File: src/rtl/mux_nto1_pipe.sv
// N-channel valid/ready selector with a single registered output stage.
// Optional round-robin arbitration is built when MUX_RR_EN is defined; otherwise it is direct sel only.
module mux_nto1_lane #(
  parameter int IDX  = 0,
  parameter int SELW = 2
) (
  input  logic [SELW-1:0] i_g,
  input  logic            i_en,
  output logic            o_ready
);
  assign o_ready = i_en && (i_g == SELW'(IDX));
endmodule

module mux_nto1_pipe #(
  parameter int WIDTH = 32,
  parameter int N     = 4,
  parameter int SELW  = 2
) (
  input  logic               Clk,
  input  logic               Rst,
  input  logic [N*WIDTH-1:0] inData,
  input  logic [N-1:0]       inValid,
  output logic [N-1:0]       inReady,
  input  logic [SELW-1:0]    sel,
  input  logic               mode,
  output logic [WIDTH-1:0]   out,
  output logic [SELW-1:0]    outSel,
  output logic               outValid,
  input  logic               outReady
);
  logic [WIDTH-1:0] r_out;
  logic [SELW-1:0]  r_sel;
  logic             r_vld;
  logic             w_can_accept;
  logic             w_dir_gnt;
  logic             w_gnt;
  logic [SELW-1:0]  w_g;
  logic             w_en;

  assign w_can_accept = !r_vld || outReady;

  // Out-of-range sel (only possible when N < 2**SELW) never grants.
  always_comb begin
    w_dir_gnt = 1'b0;
    if (int'(sel) < N) w_dir_gnt = inValid[sel];
  end

`ifdef MUX_RR_EN
  logic [SELW-1:0] r_ptr;
  logic [SELW-1:0] w_rr_g;
  logic            w_rr_gnt;
  int              w_idx;

  // First valid channel at or after the pointer, wrapping at N.
  always_comb begin
    w_rr_gnt = 1'b0;
    w_rr_g   = '0;
    w_idx    = 0;
    for (int k = 0; k < N; k++) begin
      w_idx = int'(r_ptr) + k;
      if (w_idx >= N) w_idx = w_idx - N;
      if (!w_rr_gnt && inValid[w_idx]) begin
        w_rr_gnt = 1'b1;
        w_rr_g   = SELW'(w_idx);
      end
    end
  end

  assign w_gnt = mode ? w_rr_gnt : w_dir_gnt;
  assign w_g   = mode ? w_rr_g   : sel;

  always_ff @(posedge Clk) begin
    if (Rst)
      r_ptr <= '0;
    else if (w_en && mode)
      r_ptr <= (w_g == SELW'(N-1)) ? '0 : w_g + 1'b1;
  end
`else
  logic w_unused_mode;
  assign w_unused_mode = mode;
  assign w_gnt = w_dir_gnt;
  assign w_g   = sel;
`endif

  assign w_en = w_gnt && w_can_accept && !Rst;

  for (genvar gi = 0; gi < N; gi++) begin : g_lane
    mux_nto1_lane #(.IDX(gi), .SELW(SELW)) u_lane (
      .i_g     (w_g),
      .i_en    (w_en),
      .o_ready (inReady[gi])
    );
  end

  // A capture on the same edge as a pop simply overwrites the held word.
  always_ff @(posedge Clk) begin
    if (Rst) begin
      r_out <= '0;
      r_sel <= '0;
      r_vld <= 1'b0;
    end else if (w_en) begin
      r_out <= inData[int'(w_g)*WIDTH +: WIDTH];
      r_sel <= w_g;
      r_vld <= 1'b1;
    end else if (outReady) begin
      r_vld <= 1'b0;
    end
  end

  assign out      = r_out;
  assign outSel   = r_sel;
  assign outValid = r_vld;
endmodule
File: config.mk
export PLATFORM = sky130hd
export DESIGN_NAME = mux_nto1_pipe
export DESIGN_NICKNAME = d
export VERILOG_FILES = /design/src/rtl/mux_nto1_pipe.sv
export SDC_FILE = /design/constraint.sdc
export NUM_CORES = 1
export LEC_CHECK = 0
export ABC_CLOCK_PERIOD_IN_PS = 5700
export CORE_MARGIN = 4
export CORE_UTILIZATION = 36
export CTS_CLUSTER_SIZE = 10
export DETAILED_ROUTE_END_ITERATION = 10
export PLACE_DENSITY = 0.87
export SLEW_MARGIN = 10
export SYNTH_ARGS = -nofsm -noshare
export SYNTH_HDL_FRONTEND = slang
export SYNTH_HIERARCHICAL = 1
export SYNTH_SLANG_ARGS = --single-unit
File: constraint.sdc
create_clock -name Clk -period 5.7 [get_ports Clk]
set_input_delay 1.14 -clock Clk [delete_from_list [all_inputs] [get_ports Clk]]
set_output_delay 1.14 -clock Clk [all_outputs]
set_load 0.01 [all_outputs]
-- Yosys cells after proc, flatten, opt, wreduce, memory -nomap -nowiden
Index checks and enable logic that the tools add are counted.
- equality and inequality tests: 3
- reductions and logical operators: 11
- multiplexer cells: 4
- magnitude comparators: 1
- shift operators: 1
- operators with widths (cell ; count):
    $shiftx A128 B8 Y32 ; 1
    $logic_and A1 B1 Y1 ; 6
    $eq A2 B2 Y1 const B ; 2
    $lt A2 B3 Y1 const B ; 1
    $mux W1 ; 3
    $bmux W1 S2 ; 1
    $eq A2 B1 Y1 const B ; 1
    $logic_not A1 Y1 ; 2
    $logic_not A2 Y1 ; 1
    $reduce_bool A2 Y1 ; 1
    $logic_or A1 B1 Y1 ; 1
- input port bits: 138
- output and inout port bits: 39
- register bits after elaboration: 35

-- Longest topological paths before layout
- depth after elaboration: 5
- mapped depth: 7

-- Modules after synthesis
Netlist, hierarchy kept.
- modules (own cells, without submodules) (module ; cells an instance ; seq. area each (um2) ; area an instance (um2) ; times used):
    mux_nto1_pipe ; 207 ; 700.7 ; 2148.3 ; 1
    mux_nto1_lane at g_lane[1].u_lane ... ; 1 ; 0.0 ; 8.8 ; 2
    mux_nto1_lane at g_lane[0].u_lane ; 1 ; 0.0 ; 12.5 ; 1
    mux_nto1_lane at g_lane[3].u_lane ; 1 ; 0.0 ; 6.3 ; 1

-- Worst setup path after synthesis
OpenSTA, ideal clock, no wires.
- kind: in2out
- from: input sel[0]
- to: output inReady[0]
- data required time: 4.560 ns
- data arrival time: 2.491 ns
- stages: 7
- buffers on the path: 3
- slack: 2.069 ns
- cells stage by stage: buf_4 > mux2i_1 > or3_1 > buf_2 > buf_6 > a21oi_1 > nor3b_2
- cells in the longest elaborated chain, start to end: 5
- ends and longest elaborated chain (element ; line ; RTL):
    start, declared ; 24 ; input logic [SELW-1:0] sel,
    $bmux W1 S2 ; 45 ; if (int'(sel) < N) w_dir_gnt = inValid[sel];
    $mux W1 (implied by the code) ; 45 ;
    $logic_and A1 B1 Y1 (2 in a row) ; 85 ; assign w_en = w_gnt && w_can_accept && !Rst;
    via w_en ; 38 ; logic w_en;
    $logic_and A1 B1 Y1 ; 11 ; assign o_ready = i_en && (i_g == SELW'(IDX));
    end, declared ; 23 ; output logic [N-1:0] inReady,
The timed path passes the listed nets, and every way through them passes these cells. The select of a mux whose other input is x is not followed.

-- Final worst setup path
Same ends and word-level chain as after synthesis.

==> results.tsv <==
metric	value	unit
PnR Total Power	706	µW
Final GP Congestion	0.767	
DP Area	3930	µm²
r2r endpoint	out[3]	
Syn-to-layout area delta	83.8	%
post-route antenna net violation count	0	
Peak VDD IR	0.122	mV
layout cells sized above 1	13.1	%
drt drc	0	
final setup fails	0	
worst min path class	reg2reg	
CTS sink cnt	35	
first-pass GRT wire length	12000	µm
CP Capture Type	primary output	
initial antenna violation count	0	
final WL	7840	µm
Top Ports	177	
chip height	85.9	µm
RSZ-0062 raised after global routing	no	
Final Skew	0.00519	ns
Synth Cell Area	2180	µm²
WP data required	4.56	ns
flops & latches, synth	35	
Fillers	475	
top cell type's share of synthesized area	33.0	%
clock tree buffer depth	2	
R2R cell count	4	
Post-CTS Hold Buffers	0	
max-slew violation count	0	
Worst Setup SP	sel[0]	
Worst EP arrival	3.12	ns
maxcap violations	0	
Setup Fix Bufs, Post-CTS	0	
kind of critical path	in2out	
H-tree depth	2	
Synth area leaders	mux4_2 33%, dfxtp_1 32%, a21oi_1 8.2%	
Tightest Pin Transition	1.16	ns
Netlist cell types	25	
FF-to-FF setup slack	3.81	ns
Min Hold Slack	0.463	ns
PortBufs	175	
setup TNS	0	ns
hpwl dp	6020	µm
cell area after layout	4020	µm²
pin count of the biggest net entering global routing	42	
register area share after synthesis	32.1	%
Via Count	2394	
number of diodes	0	
ratio of final minimum period to clock period	74.8	%
vias in the first global route	2548	
Mapped Nets	349	
routed len/inst	17.5	µm
TritonCTS Buffers	5	
yosys warns	6	
starting density of the core	36.9	%
DIE AREA	7380	µm²
Reg clk slew, reported paths	0.06	ns
start of the worst register-to-register path	outValid	
GRT Overall Usage	20.6	%
mean post-synth cell area	10.4	µm²
Final Hold Viols	0	
later-pin clock latency in the skew report	0.27	ns
Via density	5.34	
fmax	235	MHz
Rel. slew slack	22.9	%
status	completed	
CTS tree	done	
# rows	28	
core area	5920	µm²
Syn Inst Count	211	
largest area contributor in the netlist	mux4_2	
first drt pass iteration count	4	
min cycle time layout	4.26	ns
startpoint types	input pin	
drt first-iter violations	69	
total power divided by cell area	176	nW/µm²
Die X	85.9	µm
GRT Residual Overflow	0	
Setup crit end	inReady[0]	
post-CTS sizing	0	
CTS root buf	clkbuf_8	
Layout Nets	510	
CP max FO	20	
leakage power	0.00140	µW
-- stage by stage --
step / setup slack, ns / util, % / cells
finish: 1.44 / 67.8 / 448
detailed placement: 1.42 / 66.4 / 440
global placement: 1.44 / 66.4 / 440
floorplan: 2.07 / - / 211
global route: 1.26 / 67.8 / 448
CTS: 1.41 / 67.8 / 448
-- power breakdown --
part	switching (µW)	total (µW)	internal (µW)
sequential	10.3	276	266
combinational	91.9	264	172
clock	81.2	167	85.7
-- cell usage in the layout, fill, tap and decap left out, types with 2 or more instances in the layout --
master and instances:
mux4_2 32, buf_4 5, clkdlybuf4s50_1 173, and3b_1 2, o21ai_0 29, a21oi_1 36
clkbuf_1 2, buf_2 2, and3_1 2, dfxtp_1 35, clkbuf_8 5, nand3_1 33
o21ai_1 5
-- worst min path at each step --
stage	startpoint	endpoint	slack, ns	depth (start not counted)
6_report	out[24]	out[24]	0.46	2
5_1_grt	out[30]	out[30]	0.48	2
4_1_cts	out[24]	out[24]	0.46	2
3_5_place_dp	out[24]	out[24]	0.45	2
3_3_place_gp	out[7]	out[7]	0.45	2
2_1_floorplan	outSel[0]	outSel[0]	0.49	2
-- registers in the layout, indices dropped and copies added (netlist names) --
name      cells
outValid      1
out          32
outSel        2
-- routing by layer --
layer  vias to the layer above  GRT usage [%]  share of wire (%)
li1                       1139              -                  -
met5                         -              0                  0
met1                      1132           21.7                 36
met3                         8           5.09                9.2
met2                       115           39.7                 53
met4                         0           6.33                1.1
-- worst max-delay path, cell delays in order --
cell and delay [ns]:
buf_2 0.07, buf_4 0.30, mux2i_1 0.22, or3_1 0.40, a21oi_1 0.21, nor3b_2 0.20, clkdlybuf4s50_1 0.57
-- logic make-up after synthesis --
kind of cell	Yosys count	synth area share [%]
DFF	35	32.1
muxes	34	34.1
AOI/OAI and AO/OA	70	16.0
and+or+nand+nor	45	11.6
buffers and inverters	27	6.13
-- synthesized netlist by cell type (all sizes together) --
| cell | n |
|---|---|
| clkbuf | 12 |
| or3 | 1 |
| mux2i | 1 |
| inv | 1 |
| buf | 14 |
| mux2 | 1 |
| nor3b | 1 |
| dfxtp | 35 |
| mux4 | 32 |
| and3b | 2 |
| a21oi | 36 |
| nor3 | 1 |
| o21ai | 34 |
| nand2b | 1 |
| nand3 | 34 |
| and3 | 2 |
| nor2b | 1 |
| nand2 | 1 |
| nor2 | 1 |
-- cell type report --
class / instances / area (µm²) / area share, %
clock buffer: 7 / 76.3 / 1.90
clock inverter: 1 / 5.00 / 0.125
inverter: 1 / 3.75 / 0.0935
multi-input combinational: 149 / 1360 / 33.8
sequential: 35 / 701 / 17.5
tap: 75 / 93.8 / 2.34
timing repair buffer: 180 / 1780 / 44.3
Power figures use the tool's default switching activity.
